## src/rtl/scs8hd_stream_pkg.sv

```systemverilog
// Shared definitions for the scs8hd stream-steering cells.
// It holds the channel indices and the FIFO occupancy width helper.
package scs8hd_stream_pkg;

  localparam bit CH0 = 1'b0;
  localparam bit CH1 = 1'b1;

  // Occupancy counters must hold 0..DEPTH inclusive, hence one extra bit.
  function automatic int count_width(input int depth);
    return $clog2(depth) + 1;
  endfunction

endpackage

```

## src/rtl/scs8hd_demux2_reg_chk.sv

```systemverilog
// Simulation-only observer for the demux: flags a valid word whose route select is unknown.
module scs8hd_demux2_reg_chk (
  input logic clk,
  input logic reset,
  input logic A_valid,
  input logic S
);

  // An unknown select on a valid word cannot be routed; the demux drops the push.
  always @(posedge clk) begin
    if (!reset && A_valid) begin
      assert (!$isunknown(S))
        else $error("scs8hd_demux2_reg: A_valid with unknown S, word not pushed");
    end
  end

endmodule

```

## src/rtl/scs8hd_demux_fifo.sv

```systemverilog
// Per-channel synchronous FIFO for the registered 1:2 demux.
// A push into a full FIFO and a pop from an empty FIFO are both ignored.
module scs8hd_demux_fifo
  import scs8hd_stream_pkg::*;
#(
  parameter int WIDTH = 8,
  parameter int DEPTH = 2,
  localparam int PW = $clog2(DEPTH),
  localparam int CW = count_width(DEPTH)
) (
  input  logic             clk,
  input  logic             reset,
  input  logic             push,
  input  logic [WIDTH-1:0] wdata,
  input  logic             pop,
  output logic [WIDTH-1:0] head,
  output logic [CW-1:0]    count,
  output logic             full,
  output logic             empty
);

  logic [WIDTH-1:0] mem_r [DEPTH];
  logic [PW-1:0]    wr_ptr_r;
  logic [PW-1:0]    rd_ptr_r;
  logic [CW-1:0]    count_r;
  logic             full_s;
  logic             empty_s;
  logic             push_ok_s;
  logic             pop_ok_s;

  // Status flags and qualified push/pop strobes.
  always_comb begin
    full_s    = (count_r == CW'(DEPTH));
    empty_s   = (count_r == {CW{1'b0}});
    push_ok_s = push && !full_s;
    pop_ok_s  = pop && !empty_s;
  end

  // Storage, pointer and occupancy update; reset flushes everything.
  always_ff @(posedge clk) begin
    if (reset) begin
      wr_ptr_r <= {PW{1'b0}};
      rd_ptr_r <= {PW{1'b0}};
      count_r  <= {CW{1'b0}};
      for (int i = 0; i < DEPTH; i++) begin
        mem_r[i] <= {WIDTH{1'b0}};
      end
    end else begin
      if (push_ok_s) begin
        mem_r[wr_ptr_r] <= wdata;
        wr_ptr_r        <= wr_ptr_r + PW'(1);
      end
      if (pop_ok_s) begin
        rd_ptr_r <= rd_ptr_r + PW'(1);
      end
      case ({push_ok_s, pop_ok_s})
        2'b10:   count_r <= count_r + CW'(1);
        2'b01:   count_r <= count_r - CW'(1);
        default: count_r <= count_r;
      endcase
    end
  end

  assign head  = mem_r[rd_ptr_r];
  assign count = count_r;
  assign full  = full_s;
  assign empty = empty_s;

endmodule

```

## src/rtl/scs8hd_demux2_reg.sv

```systemverilog
// Registered 1:2 stream demultiplexer: routes A to X0 or X1 by S, with one FIFO per channel.
module scs8hd_demux2_reg
  import scs8hd_stream_pkg::*;
#(
  parameter int WIDTH = 8,
  parameter int DEPTH = 2,
  localparam int CW = count_width(DEPTH)
) (
`ifdef SC_USE_PG_PIN
  input  logic             vpwr,
  input  logic             vgnd,
  input  logic             vpb,
  input  logic             vnb,
`endif
  input  logic             clk,
  input  logic             reset,
  input  logic [WIDTH-1:0] A,
  input  logic             A_valid,
  output logic             A_ready,
  input  logic             S,
  output logic [WIDTH-1:0] X0,
  output logic             X0_valid,
  input  logic             X0_ready,
  output logic [WIDTH-1:0] X1,
  output logic             X1_valid,
  input  logic             X1_ready,
  output logic [CW-1:0]    X0_count,
  output logic [CW-1:0]    X1_count
);

  logic [1:0]       push_s;
  logic [1:0]       pop_s;
  logic [1:0]       full_s;
  logic [1:0]       empty_s;
  logic [WIDTH-1:0] head0_s;
  logic [WIDTH-1:0] head1_s;
  logic             a_ready_s;

  // Ready depends only on S and the registered fill state, never on the consumers.
  always_comb begin
    a_ready_s = 1'b0;
    push_s    = 2'b00;
    case (S)
      1'b0:    a_ready_s = !reset && !full_s[CH0];
      1'b1:    a_ready_s = !reset && !full_s[CH1];
      default: a_ready_s = 1'b0;
    endcase
    if (A_valid && a_ready_s) begin
      case (S)
        1'b0:    push_s[CH0] = 1'b1;
        1'b1:    push_s[CH1] = 1'b1;
        default: push_s      = 2'b00;
      endcase
    end else begin
      push_s = 2'b00;
    end
  end

  // Pops are only honoured for a channel that is presenting a word.
  always_comb begin
    pop_s[CH0] = X0_ready && !empty_s[CH0];
    pop_s[CH1] = X1_ready && !empty_s[CH1];
  end

  scs8hd_demux_fifo #(
    .WIDTH (WIDTH),
    .DEPTH (DEPTH)
  ) u_fifo0 (
    .clk   (clk),
    .reset (reset),
    .push  (push_s[CH0]),
    .wdata (A),
    .pop   (pop_s[CH0]),
    .head  (head0_s),
    .count (X0_count),
    .full  (full_s[CH0]),
    .empty (empty_s[CH0])
  );

  scs8hd_demux_fifo #(
    .WIDTH (WIDTH),
    .DEPTH (DEPTH)
  ) u_fifo1 (
    .clk   (clk),
    .reset (reset),
    .push  (push_s[CH1]),
    .wdata (A),
    .pop   (pop_s[CH1]),
    .head  (head1_s),
    .count (X1_count),
    .full  (full_s[CH1]),
    .empty (empty_s[CH1])
  );

  // Outputs read straight from FIFO registers; stale heads are masked to zero.
  always_comb begin
    A_ready  = a_ready_s;
    X0_valid = !empty_s[CH0];
    X1_valid = !empty_s[CH1];
    if (empty_s[CH0]) begin
      X0 = {WIDTH{1'b0}};
    end else begin
      X0 = head0_s;
    end
    if (empty_s[CH1]) begin
      X1 = {WIDTH{1'b0}};
    end else begin
      X1 = head1_s;
    end
  end

`ifndef functional
  scs8hd_demux2_reg_chk u_chk (
    .clk     (clk),
    .reset   (reset),
    .A_valid (A_valid),
    .S       (S)
  );
`endif

endmodule

```

## config.mk

```make
export PLATFORM = sky130hd
export DESIGN_NAME = scs8hd_demux2_reg
export DESIGN_NICKNAME = d
export VERILOG_FILES = /design/src/rtl/scs8hd_stream_pkg.sv /design/src/rtl/scs8hd_demux2_reg_chk.sv /design/src/rtl/scs8hd_demux_fifo.sv /design/src/rtl/scs8hd_demux2_reg.sv
export SDC_FILE = /design/constraint.sdc
export NUM_CORES = 1
export LEC_CHECK = 0
export BUFFER_PORTS_ARGS = -buffer_cell sky130_fd_sc_hd__buf_4
export CAP_MARGIN = 20
export CORE_MARGIN = 4
export CORE_UTILIZATION = 25
export DETAILED_ROUTE_END_ITERATION = 12
export SLEW_MARGIN = 20
export SYNTH_ARGS = -nofsm -noshare
export SYNTH_HDL_FRONTEND = slang
export SYNTH_SLANG_ARGS = --single-unit
```

## constraint.sdc

```tcl
create_clock -name clk -period 2.81 [get_ports clk]
set_clock_uncertainty 0.2 [all_clocks]
set_input_delay 0.1405 -clock clk [delete_from_list [all_inputs] [get_ports clk]]
set_output_delay 0.1405 -clock clk [all_outputs]
set_load 0.005 [all_outputs]
```

==> run summary, run 1 <==
status: complete, no violations
final hold violations: 0
Yosys top cell area share: 49.14%
CP max stage delay: 0.40 ns
layout net count: 232
CP Capture Type: flop
maximum buffer depth of the clock tree: 2
Clock transition at path regs: 0.08 ns
final WL: 4028 um
combined area of the multi-input logic cells: 742.0 sq um
Post-synth ARST share: 0%
slowest CP cell: dfxtp_1
Post-Syn Area: 1956 sq um
critical-path maximum fanout: 6
DRC: 0
Detailed Route Iter0 Violations: 71
Clock power frac: 26.2%
worst vdd ir: 0.0002318 V
vias in the first global route: 1392
Sequential Power Share: 52.2%
quantity of I/O buffers inserted on ports: 36
CTS tree: done
fraction of layout cells with a size suffix above 1: 23.50%
router iterations before antenna repair: 4
I/O pin total: 37
post-synthesis cell count: 165
cell-by-cell trace of the critical path: nor2b_2 > nor2_1 > nand2_1 > ha_1 > or3_1 > a21oi_1
Max-Cap Viols: 0
Avg Inst Size Synth: 11.85 sq um
Initial Util: 26.40%
Pwr Density: 585.2 nW/um^2
HP Class: primary input to flop
routed len/inst: 12.75 um
post-CTS setup buffers: 0
initial antenna violation count: 0
register area: 1161 sq um
clk_lat worst skew: 0.29 ns
Worst-Margin Slew: 0.6939 ns
Seq/Total Area, Yosys: 59.37%
Final Cycle Share: 69.60%
Clock Tree Root: clkbuf_8
crit path DAT: 1.98 ns
Row Count: 31
Die Span X: 96.45 um
Die Area: 9302 sq um
EDFF count, synth: 32
Worst Path Buf+Inv: 0
largest cells by area after synthesis: edfxtp_1, and2_1, dfxtp_1
Logic pwr share: 21.6%
Die H: 96.45 um
post-DP HPWL: 2917 um
global placer's final weighted congestion: 0.7922
Core ar.: 7408 sq um
Pins Over Slew Limit: 0
most used flip-flop cell after synthesis: edfxtp_1
internal power: 1064 uW
Distinct cells, synth: 25
leak pwr: 0.001005 uW
CP Data Required Time: 2.84 ns
first-pass GRT wire length: 6727 um
Setup crit start kind: flop
Setup violations, final: 0
Vias: 1313
total gr overflow: 0
Sw Ratio: 28.33%
Yosys warning total: 0
library cell with the highest instance count after synthesis: and2_1
max_slew headroom: 53.57%
cell taking the most area after synthesis: edfxtp_1
sum of negative setup slack: 0 ns
fill count: 758
critical path's top delay family: simple AND/OR/NAND/NOR gates
crit path time final: 1.956 ns
GRT Resource Usage Total: 9.737%
Achievable Freq: 511.3 MHz
Antenna Violating Nets Remaining: 0
leading cell types by count after synthesis: and2_1, edfxtp_1, nor2_1
n_diodes: 0
hold slack: 0.02956 ns
CTS sink cnt: 42
DR vias/cell: 4.155
largest net degree at the start of global routing: 15
RSZ-0062 raised after global routing: false
Post-Syn Nets: 181
TritonCTS Buffers: 5
sw power: 420.7 uW
Synth Register Bits: 42
H-tree Lvls: 2
CP Class: flop to flop
Area Growth Syn to Fin: 29.75%
path summary, 6_finish.rpt:
| kind | from | end | slack [ns] | cells after the start |
|---|---|---|---|---|
| setup / recovery | u_fifo0.count[1]$_SDFFE_PP0P_ | u_fifo0.count[1]$_SDFFE_PP0P_ | 0.85 | 6 |
| hold / removal | A_valid | u_fifo1.wr_ptr_r$_SDFFE_PP0P_ | 0.03 | 3 |
| setup reg to reg | u_fifo0.count[1]$_SDFFE_PP0P_ | u_fifo0.count[1]$_SDFFE_PP0P_ | 0.85 | 6 |
| hold reg to reg | u_fifo1.rd_ptr_r$_SDFFE_PP0P_ | u_fifo1.rd_ptr_r$_SDFFE_PP0P_ | 0.31 | 2 |
registers in the layout, indices dropped and copies added, names as in the netlist, named ones only:
signal	cells
u_fifo0.count	2
u_fifo0.mem_r	16
u_fifo0.rd_ptr_r	1
u_fifo0.wr_ptr_r	1
u_fifo1.count	2
u_fifo1.mem_r	16
u_fifo1.rd_ptr_r	1
u_fifo1.wr_ptr_r	1
final cells by class:
type / count / share of cell area [%]
clock buffers: 5 / 2.712
clock inverters: 3 / 0.8383
inverters: 8 / 1.183
multi-input cells: 110 / 29.24
flip-flops and latches: 42 / 45.76
well taps: 99 / 4.882
repair buffers: 49 / 15.38
metal layers:
metal,vias to the layer above,track usage [%],part of all wire (%)
met5,-,0,0
met4,0,3.505,1.1
met3,4,3.176,6.1
met2,32,16.15,47
met1,610,11.82,46
li1,667,-,-
worst min-delay path: cells and delay by family:
kind / cells / cell delay [ns]
compound gates: 1 / 0.12
buf+inv: 1 / 0.12
simple gates: 1 / 0.11
through the flow:
step	cells	utilization [%]	area [sq um]	power, uW	setup WS (ns)
floorplan	165	-	1956	957.5	0.6816
global placement	299	31.82	2357	1105	0.9317
detailed placement	299	31.82	2357	1112	0.8836
CTS	316	34.25	2537	1515	0.8418
global route	316	34.25	2537	1586	0.6787
finish	316	34.25	2537	1485	0.8541
placed cells by master (no fill, tap or decap):
cell	n
buf_4	40
and2_1	33
edfxtp_1	32
nor2_1	26
mux2i_1	16
dfxtp_1	10
dlygate4sd3_1	9
inv_1	8
o21ai_0	6
clkbuf_8	5
xor2_1	4
nand2b_1	3
nand2_1	2
o41ai_1	2
xnor2_1	2
or3_1	2
a21oi_1	2
nor4_4	2
and4_1	2
ha_1	2
nor2b_2	1
nor2b_1	1
nand3_1	1
o21a_1	1
a21o_1	1
o311ai_0	1
clkinv_4	1
clkinvlp_4	1
clkinv_2	1
logic make-up after synthesis:
logic type | synth area share (%)
AO/OA/AOI/OAI | 4.159
XOR/XNOR | 2.687
adder cells (fa/ha/maj) | 1.279
buffers and inverters | 2.687
flip-flops | 59.37
multiplexers | 8.189
AND/OR/NAND/NOR | 21.63
power groups by stage:
stage | Combinational, uW | Clock, uW | Sequential (uW)
2_1_floorplan | 194 | 0 | 763
3_3_place_gp | 318 | 0 | 787
3_5_place_dp | 321 | 0 | 790
4_1_cts | 333 | 406 | 776
5_1_grt | 365 | 436 | 786
6_report | 321 | 389 | 775
timing repair:
action	CTS	global route
hold buffers	9	0
hold endpoints to repair	40	0
gates resized for setup	0	0
Note: power is estimated with default switching activity, not from simulation.
==> run 2, diff against run 1 <==
clock period = 1.7 ns   (was 2.81 ns; I/O delays follow)
==> run 2 against run 1 <==
Compared with the run above:
- the run now ends with negative hold slack, negative setup slack left
- flip-flop and latch count is the same
- cell count grew 6.0%
- cell area grew 8.6%
- non-clock buffer count grew 19
- wire length grew 6.8%
- maximum frequency grew 15%
- clock-buffer cell count is the same
- core utilization grew 3.0 points
- clock power grew 70%
- largest power group unchanged
==> run summary, run 2 (synthesis gave the netlist of run 1 again) <==
fill count: 740 (was 758)
Pwr Density: 956.1 nW/um^2 (was 585.2 nW/um^2)
global placer's final weighted congestion: 0.7533 (was 0.7922)
final hold violations: 8 (was 0)
Setup violations, final: 1 (was 0)
hold slack: -0.07645 ns (was 0.02956 ns)
Area after DPL: 2519 sq um (was 2357 sq um)
Setup crit start kind: flop (unchanged)
router iterations before antenna repair: 4 (unchanged)
GRT Resource Usage Total: 9.899% (was 9.737%)
Antenna Violating Nets Remaining: 0 (unchanged)
combined area of the multi-input logic cells: 804.5 sq um (was 742.0 sq um)
maximum buffer depth of the clock tree: 2 (unchanged)
Reg2Reg Setup Slack: -0.003 ns (was 0.85 ns)
fraction of layout cells with a size suffix above 1: 35.17% (was 23.50%)
Row Count: 31 (unchanged)
Initial Util: 26.40% (unchanged)
Clock transition at path regs: 0.08 ns (about the same)
n_diodes: 0 (unchanged)
CP endpoint: u_fifo1.count[1]$_SDFFE_PP0P_ (was u_fifo0.count[1]$_SDFFE_PP0P_)
Achievable Freq: 587.1 MHz (was 511.3 MHz)
hold_buf cts: 10 (was 9)
Detailed Route Iter0 Violations: 56 (was 71)
routed len/inst: 12.84 um (was 12.75 um)
vias in the first global route: 1390 (was 1392)
Die H: 96.45 um (unchanged)
Final Cycle Share: 100.2% (was 69.60%)
reg2reg path depth: 7 (was 6)
Place WS: -0.04994 ns (was 0.8836 ns)
reg2reg end: u_fifo1.count[1]$_SDFFE_PP0P_ (was u_fifo0.count[1]$_SDFFE_PP0P_)
Area Growth Syn to Fin: 40.95% (was 29.75%)
max_slew headroom: 71.51% (was 53.57%)
layout net count: 251 (was 232)
total gr overflow: 0 (unchanged)
HP Class: primary input to flop (unchanged)
quantity of I/O buffers inserted on ports: 36 (unchanged)
Critical Path Source: u_fifo1.count[0]$_SDFFE_PP0P_ (was u_fifo0.count[1]$_SDFFE_PP0P_)
critical-path maximum fanout: 4 (was 6)
internal power: 1881 uW (was 1064 uW)
Die Span X: 96.45 um (unchanged)
CTS tree: done (unchanged)
H-tree Lvls: 2 (unchanged)
sw power: 754.5 uW (was 420.7 uW)
most frequent cells in the layout: buf_4, and2_1, edfxtp_1, nor2_1, mux2i_1 (unchanged)
CP Data Required Time: 1.73 ns (was 2.84 ns)
crit path time final: 1.703 ns (was 1.956 ns)
clk_lat worst skew: 0.29 ns (about the same)
Design Area, Final: 2756 sq um (was 2537 sq um)
Clock power frac: 25.1% (was 26.2%)
Worst-Margin Slew: 0.4242 ns (was 0.6939 ns)
RSZ-0062 raised after global routing: true (was false)
status: complete, but fails checks (was complete, no violations)
CP Class: flop to flop (unchanged)
crit path DAT: 1.73 ns (was 1.98 ns)
largest registers: u_fifo0.mem_r: 16 flops, u_fifo1.mem_r: 16 flops (unchanged)
commonest non-fill, non-tap cell in the layout: buf_4 (unchanged)
largest net degree at the start of global routing: 15 (unchanged)
DR vias/cell: 4.131 (was 4.155)
Sequential Power Share: 47.4% (was 52.2%)
DRC: 0 (unchanged)
CP Capture Type: flop (unchanged)
Core ar.: 7408 sq um (unchanged)
failing checks: negative hold slack, negative setup slack
Setup WS post-layout: -0.003359 ns (was 0.8541 ns)
TritonCTS Buffers: 5 (unchanged)
I/O pin total: 37 (unchanged)
register area: 1172 sq um (was 1161 sq um)
Clock Tree Root: clkbuf_8 (unchanged)
final WL: 4302 um (was 4028 um)
post-DP HPWL: 3069 um (was 2917 um)
initial antenna violation count: 0 (unchanged)
CTS sink cnt: 42 (unchanged)
Vias: 1384 (was 1313)
Logic pwr share: 27.4% (was 21.6%)
Sw Ratio: 28.63% (was 28.33%)
RR Startpoint: u_fifo1.count[0]$_SDFFE_PP0P_ (was u_fifo0.count[1]$_SDFFE_PP0P_)
Die Area: 9302 sq um (unchanged)
worst vdd ir: 0.0003419 V (was 0.0002318 V)
Pins Over Slew Limit: 0 (unchanged)
Max-Cap Viols: 0 (unchanged)
leak pwr: 0.001121 uW (was 0.001005 uW)
first-pass GRT wire length: 6851 um (was 6727 um)
-- run 2: cell count changes in the layout (fill, tap and decap cells not counted), sizes merged --
cell         before  now
buf              40   58
dlygate4sd3       9   10
-- run 2: power by group through the flow --
stage	sequential, uW	combinational, uW	clock [uW]
floorplan	1270	332	0
global placement	1270	680	0
detailed placement	1270	693	0
CTS	1250	729	679
global route	1260	808	720
finish	1250	723	662
-- run 2: through the flow --
step                utilization (%)    TNS, ns  cells  total power (uW)
floorplan                         -     -2.599    165              1603
global placement              34.00          0    316              1948
detailed placement            34.00   -0.05849    316              1965
CTS                           36.90  -0.003290    334              2657
global route                  37.21    -0.1104    335              2789
finish                        37.21  -0.003359    335              2635
-- run 2: critical path: stages (launching register included) --
cell	delay (ns)
dfxtp_4	0.36
nand2b_4	0.12
and2_4	0.15
nand2_4	0.05
ha_4	0.17
xnor2_2	0.13
or3_1	0.31
a21oi_1	0.14
-- run 2: worst min-delay path by stage --
stage / depth (start not counted) / end / startpoint
after global routing: 3 / u_fifo0.count[1]$_SDFFE_PP0P_ / reset
after global placement: 2 / u_fifo1.mem_r[0][3]$_SDFFCE_PN0P_ / A[3]
after floorplan: 1 / u_fifo0.mem_r[0][0]$_SDFFCE_PN0P_ / A[0]
after CTS: 3 / u_fifo0.count[1]$_SDFFE_PP0P_ / reset
final: 3 / u_fifo0.count[1]$_SDFFE_PP0P_ / reset
after detailed placement: 2 / u_fifo0.mem_r[1][3]$_SDFFCE_PN0P_ / A[3]
-- run 2: repair_timing --
item,in CTS,in global routing
resized for setup,8,5
setup buffers,0,1
endpoints found under the setup margin,2,6
gates cloned,0,0
pin swaps,3,1
endpoints found under the hold margin,41,8
-- run 2: metal layers --
| metal | GRT usage (%) | wire length (um) |
|---|---|---|
| met1 | 13.42 | 2085 |
| met2 | 15.06 | 1935 |
| met3 | 3.098 | 242 |
| met4 | 3.154 | 38 |
| met5 | 0 | 0 |
-- run 2: area by class of cell --
cell class	count	share of cell area, %
timing repair buffer	68	19.43
clock buffer	5	2.497
multi-input combinational	110	29.19
inverter	8	1.089
sequential	42	42.53
clock inverter	3	0.7717
tap	99	4.494
